<file path="config.mk">
export PLATFORM = sky130hd
export DESIGN_NAME = rf_wr_arbiter
export DESIGN_NICKNAME = d
export VERILOG_FILES = /design/src/rtl/rf_wr_arbiter.sv
export SDC_FILE = /design/constraint.sdc
export NUM_CORES = 1
export LEC_CHECK = 0
export ABC_AREA = 1
export BUFFER_PORTS_ARGS = -buffer_cell sky130_fd_sc_hd__buf_2
export CORE_ASPECT_RATIO = 2
export CORE_MARGIN = 3
export CORE_UTILIZATION = 40
export CTS_BUF_LIST = sky130_fd_sc_hd__clkbuf_8 sky130_fd_sc_hd__clkbuf_16
export CTS_CLUSTER_DIAMETER = 120
export CTS_CLUSTER_SIZE = 12
export DETAILED_ROUTE_END_ITERATION = 8
export GPL_TIMING_DRIVEN = 0
export PLACE_DENSITY = 0.62
export RECOVER_POWER = 100
export SYNTH_ARGS = -nofsm -noshare
export SYNTH_HDL_FRONTEND = slang
export SYNTH_SLANG_ARGS = --single-unit
</file>
<file path="constraint.sdc">
create_clock -name clk -period 2 [get_ports clk]
set_input_delay 0.1 -clock clk [delete_from_list [all_inputs] [get_ports clk]]
set_output_delay 0.1 -clock clk [all_outputs]
set_load 0.01 [all_outputs]
</file>
<file path="src/rtl/rf_wr_arbiter.sv">
// rf_wr_arbiter: shares the regfile write port between pipeline writeback (priority) and a buffered MUL/DIV result FIFO.
// Define RF_WR_FWD_EN to add src1/src2 pending-hazard flags against buffered FIFO entries.
module rf_wr_arbiter #(
    parameter int FIFO_DEPTH   = 2,
    parameter int STARVE_LIMIT = 4
) (
    input  logic                          clk,
    input  logic                          nrst,
    input  logic                          pipe_wr_en,
    input  logic [4:0]                    pipe_dest_addr,
    input  logic [31:0]                   pipe_wr_data,
    input  logic                          mc_valid,
    output logic                          mc_ready,
    input  logic [4:0]                    mc_dest_addr,
    input  logic [31:0]                   mc_wr_data,
    output logic                          stall_pipe,
    output logic [$clog2(FIFO_DEPTH):0]   mc_pending,
    output logic                          rf_wr_en,
    output logic [4:0]                    rf_dest_addr,
    output logic [31:0]                   rf_wr_data
`ifdef RF_WR_FWD_EN
    ,
    input  logic [4:0]                    src1_addr,
    input  logic [4:0]                    src2_addr,
    output logic                          src1_pend,
    output logic                          src2_pend
`endif
);
    localparam int AW = $clog2(FIFO_DEPTH);
    localparam int CW = AW + 1;
    localparam logic [CW-1:0] FULL = CW'(FIFO_DEPTH);
    localparam logic [3:0] SL = 4'(STARVE_LIMIT);

    logic [4:0]    mem_addr_q [FIFO_DEPTH];
    logic [4:0]    mem_addr_d [FIFO_DEPTH];
    logic [31:0]   mem_data_q [FIFO_DEPTH];
    logic [31:0]   mem_data_d [FIFO_DEPTH];
    logic [AW-1:0] rd_ptr_q, rd_ptr_d, wr_ptr_q, wr_ptr_d;
    logic [CW-1:0] cnt_q, cnt_d;
    logic [3:0]    starve_q, starve_d;
    logic          rf_wr_en_q, rf_wr_en_d;
    logic [4:0]    rf_dest_addr_q, rf_dest_addr_d;
    logic [31:0]   rf_wr_data_q, rf_wr_data_d;
    logic          empty, forced, grant_fifo, grant_pipe, enq;

    always_comb begin
        empty      = cnt_q == '0;
        mc_ready   = cnt_q != FULL;
        forced     = (starve_q == SL) && !empty;
        grant_fifo = forced || (!pipe_wr_en && !empty);
        grant_pipe = !forced && pipe_wr_en;
        enq        = mc_valid && mc_ready;
        mem_addr_d = mem_addr_q;
        mem_data_d = mem_data_q;
        if (enq) begin
            mem_addr_d[wr_ptr_q] = mc_dest_addr;
            mem_data_d[wr_ptr_q] = mc_wr_data;
        end
        wr_ptr_d = enq ? wr_ptr_q + AW'(1) : wr_ptr_q;
        rd_ptr_d = grant_fifo ? rd_ptr_q + AW'(1) : rd_ptr_q;
        cnt_d    = cnt_q + CW'(enq) - CW'(grant_fifo);
        starve_d = (grant_fifo || empty) ? 4'd0 : (starve_q == SL) ? starve_q : starve_q + 4'd1;
        // x0 requests still consume their grant but never write the regfile
        rf_dest_addr_d = grant_pipe ? pipe_dest_addr : grant_fifo ? mem_addr_q[rd_ptr_q] : 5'd0;
        rf_wr_data_d   = grant_pipe ? pipe_wr_data : grant_fifo ? mem_data_q[rd_ptr_q] : 32'd0;
        rf_wr_en_d     = (grant_pipe || grant_fifo) && rf_dest_addr_d != 5'd0;
    end

    always_ff @(posedge clk or negedge nrst) begin
        if (!nrst) begin
            for (int i = 0; i < FIFO_DEPTH; i++) begin
                mem_addr_q[i] <= '0;
                mem_data_q[i] <= '0;
            end
            rd_ptr_q       <= '0;
            wr_ptr_q       <= '0;
            cnt_q          <= '0;
            starve_q       <= '0;
            rf_wr_en_q     <= 1'b0;
            rf_dest_addr_q <= '0;
            rf_wr_data_q   <= '0;
        end else begin
            mem_addr_q     <= mem_addr_d;
            mem_data_q     <= mem_data_d;
            rd_ptr_q       <= rd_ptr_d;
            wr_ptr_q       <= wr_ptr_d;
            cnt_q          <= cnt_d;
            starve_q       <= starve_d;
            rf_wr_en_q     <= rf_wr_en_d;
            rf_dest_addr_q <= rf_dest_addr_d;
            rf_wr_data_q   <= rf_wr_data_d;
        end
    end

    assign stall_pipe   = forced;
    assign mc_pending   = cnt_q;
    assign rf_wr_en     = rf_wr_en_q;
    assign rf_dest_addr = rf_dest_addr_q;
    assign rf_wr_data   = rf_wr_data_q;

`ifdef RF_WR_FWD_EN
    // an entry is live when its distance from the read pointer is below occupancy
    always_comb begin
        src1_pend = 1'b0;
        src2_pend = 1'b0;
        for (int i = 0; i < FIFO_DEPTH; i++) begin
            if ({1'b0, AW'(i) - rd_ptr_q} < cnt_q) begin
                if (src1_addr != 5'd0 && mem_addr_q[i] == src1_addr) src1_pend = 1'b1;
                if (src2_addr != 5'd0 && mem_addr_q[i] == src2_addr) src2_pend = 1'b1;
            end
        end
    end
`endif
endmodule

</file>
==> flow_metrics.env <==
export IMPL_placement_cell_area_um2=6030
export IMPL_via_count=4729
export IMPL_finish_cell_count_without_fillers=982
export IMPL_dp_cell_count=875
export IMPL_power_density_nw_per_um2=1460
export IMPL_startpoint_type="register"
export IMPL_timing_final_setup_violations=0
export IMPL_portBuffers=119
export IMPL_finalWirelength_mm=14.5
export IMPL_utilization=0.575
export IMPL_synth_distinct_cells=21
export IMPL_global_route_overflow_total=0
export IMPL_ir_drop_v=0.000826
export IMPL_first_drt_iteration_drcs=277
export IMPL_finClkSkew_ps=6.32
export IMPL_num_io_pins=120
export IMPL_cts_tree="yes"
export IMPL_unrepaired_setup_endpoints_after_global_routing="false"
export IMPL_maximum_number_of_pins_on_one_net_before_global_route_repair=91
export IMPL_cp_startpoint="starve_q[0]"
export IMPL_finalNetCount=902
export IMPL_cap_violations=0
export IMPL_outcome="finished, final reports clean"
export IMPL_post_route_cell_area_um2=7260
export IMPL_timing_critical_path_to="mc_pending[1]"
export IMPL_avgViaCountPerCell=4.82
export IMPL_firstDrtPassIters=5
export IMPL_ant_nets=0
export IMPL_fp_dieH_um=167
export IMPL_area_grow_syn2layout_pct=39.4
export IMPL_starting_utilization_of_the_core_area=0.413
export IMPL_cts_root_buf="sky130_fd_sc_hd__clkbuf_16"
export IMPL_max_slew_margin=0.192
export IMPL_synthCells=605
export IMPL_antenna_found_initial=0
export IMPL_globalplace_congestion=0.789
export IMPL_fp_dieW_um=86.7
export IMPL_layout_cells_most_common_list="sky130_fd_sc_hd__nand2_1, sky130_fd_sc_hd__dfrtp_1, sky130_fd_sc_hd__buf_2, sky130_fd_sc_hd__dlygate4sd3_1, sky130_fd_sc_hd__o21ai_0"
export IMPL_r2r_setup_slack_ps=120
export IMPL_global_route_wire_length_before_repair_mm=23.6
export IMPL_min_delay_path_class="primary input to register"
export IMPL_remaining_drc_errors=0
export IMPL_critPathKind="register to register"
export IMPL_detailed_place_hpwl_mm=9.83
export IMPL_clock_insertion_delay_worst_skew_ps=410
export IMPL_p_leak_nw=3.85
export IMPL_core_area_um2=12600
export IMPL_cts_made_buffers=17
export IMPL_final_min_clock_period_ps=1880
export IMPL_cts_htree_levels=4
export IMPL_std_cell_rows=58
export IMPL_cp_end_kind="register"
export IMPL_cp_required_ps=2330
export IMPL_timing_rr_start="starve_q[0]"
export IMPL_drive_gt1_frac=0.165
export IMPL_grt_util_all_layers=0.210
export IMPL_combined_area_of_all_synthesized_cells_um2=5210
export IMPL_max_freq_mhz=533
export IMPL_yosys_warnings=0
export IMPL_arrival_worst_endpoint_ps=2200
export IMPL_worst_slew_pin_transition_ps=1210
export IMPL_crit_reg2reg_capture="mc_pending[1]"
export IMPL_timing_final_max_slew_violations=0
export IMPL_final_period_utilization=0.938
export IMPL_first_global_vias=4937
export IMPL_die_area_um2=14500
export IMPL_antenna_cells=0
export IMPL_crit_fanout=15
export IMPL_final_setup_worst_slack_ps=124
export IMPL_synth_sequential_area_ratio=0.576
export IMPL_synth_fp_nets=687
export IMPL_mean_cell_area_of_the_mapped_netlist_um2=8.61
export IMPL_route_detailed_wl_per_inst_um=14.7
export IMPL_placement_setup_worst_slack_ps=-344
export IMPL_reg2reg_depth=11
export IMPL_hold_violations=0
export IMPL_clock_sinks=120
export IMPL_clk_pin_slew_worst_paths_ps=50
export IMPL_cts_buffer_depth=2
export IMPL_ys_seq_elements=120
export IMPL_layout_cells_most_common="sky130_fd_sc_hd__nand2_1"
export IMPL_holdWs_ps=25.6
worst min-delay path by stage:
stage | from | endpoint | cells after the start
after floorplan | nrst | mc_pending[0] | 0
after global placement | pipe_wr_data[14] | rf_wr_data[14] | 3
after detailed placement | nrst | rf_wr_data[4] | 1
after CTS | mc_wr_data[27] | mem_data_q[27] | 3
after global routing | mc_wr_data[27] | mem_data_q[59] | 3
final | mc_wr_data[27] | mem_data_q[59] | 3
cells in the mapped netlist:
master                     number  share of area
sky130_fd_sc_hd__buf_1          5         0.0036
sky130_fd_sc_hd__buf_2         14          0.013
sky130_fd_sc_hd__buf_4          3         0.0043
sky130_fd_sc_hd__buf_6          7          0.015
sky130_fd_sc_hd__clkbuf_1       5         0.0036
sky130_fd_sc_hd__clkbuf_2       1        0.00096
sky130_fd_sc_hd__dfrtp_1      120           0.58
sky130_fd_sc_hd__ha_1           4         0.0096
sky130_fd_sc_hd__inv_1         47          0.034
sky130_fd_sc_hd__inv_2          2         0.0014
sky130_fd_sc_hd__nand2_1      260           0.19
sky130_fd_sc_hd__nand2_2        3         0.0036
sky130_fd_sc_hd__nand2_4        1         0.0022
sky130_fd_sc_hd__nand3_1       45          0.043
sky130_fd_sc_hd__nor2_1         7         0.0050
sky130_fd_sc_hd__o21ai_0       45          0.043
sky130_fd_sc_hd__o21ai_1       10         0.0096
sky130_fd_sc_hd__o21ai_2       20          0.034
sky130_fd_sc_hd__or2_4          1         0.0017
sky130_fd_sc_hd__xnor2_1        2         0.0034
sky130_fd_sc_hd__xor2_1         3         0.0050
report_power, final:
| group | switching (W) | leakage, nW | internal [W] | total, W |
|---|---|---|---|---|
| logic | 0.00219 | 2.04 | 0.00123 | 0.00342 |
| clock network | 0.00103 | 0.317 | 0.00219 | 0.00322 |
| registers | 0.000500 | 1.49 | 0.00347 | 0.00397 |
| total | 0.00372 | 3.85 | 0.00690 | 0.0106 |
area by class of cell:
class / instances / area [µm²]
clock inverter: 10 / 150
clock buffer: 21 / 480
multi-input combinational: 401 / 1750
sequential: 120 / 3000
fill: 1196 / 5370
inverter: 49 / 191
timing repair buffer: 198 / 1330
tap: 150 / 188
buffer: 33 / 169
metrics by stage:
stage,power [W],TNS [ps]
6_report,0.0106,0
2_1_floorplan,0.00632,0
3_3_place_gp,0.00741,-70550
5_1_grt,0.0113,0
3_5_place_dp,0.00757,-502
4_1_cts,0.0110,0
kinds of logic after synthesis:
family,synth area share
XOR/XNOR,0.00840
flip-flops,0.576
AND/OR/NAND/NOR,0.243
buffers and inverters,0.0764
AO/OA/AOI/OAI,0.0864
adder cells (fa/ha/maj),0.00960
flip-flops by register name (all words and copies together) (netlist names):
name,cells
rf_wr_data,32
rf_dest_addr,5
mem_addr_q,10
rd_ptr_q,1
wr_ptr_q,1
mem_data_q,64
starve_q,4
mc_pending,2
rf_wr_en,1
critical path: stages (launching register included):
cell,delay [ps]
sky130_fd_sc_hd__dfrtp_1,360
sky130_fd_sc_hd__inv_1,50
sky130_fd_sc_hd__ha_1,210
sky130_fd_sc_hd__nand3_2,90
sky130_fd_sc_hd__nand2_2,80
sky130_fd_sc_hd__nand2_4,110
sky130_fd_sc_hd__inv_8,70
sky130_fd_sc_hd__ha_1,290
sky130_fd_sc_hd__inv_1,40
sky130_fd_sc_hd__ha_1,180
sky130_fd_sc_hd__xnor2_1,160
sky130_fd_sc_hd__xor2_1,170
metal layers:
layer	track usage	share of wire	vias to the layer above
met3	0.0364	0.041	31
met5	0	0	-
li1	-	-	2304
met1	0.225	0.37	2244
met2	0.388	0.56	150
met4	0.0936	0.028	0
repair_timing:
action | 4_1_cts | 5_1_grt
endpoints found under the hold margin | 218 | 0
endpoints found under the setup margin | 2 | 2
pin swaps | 3 | 1
setup buffers | 3 | 0
hold buffers | 75 | 0
resized for setup | 3 | 4
No activity file was read; power rests on OpenSTA's default activity.
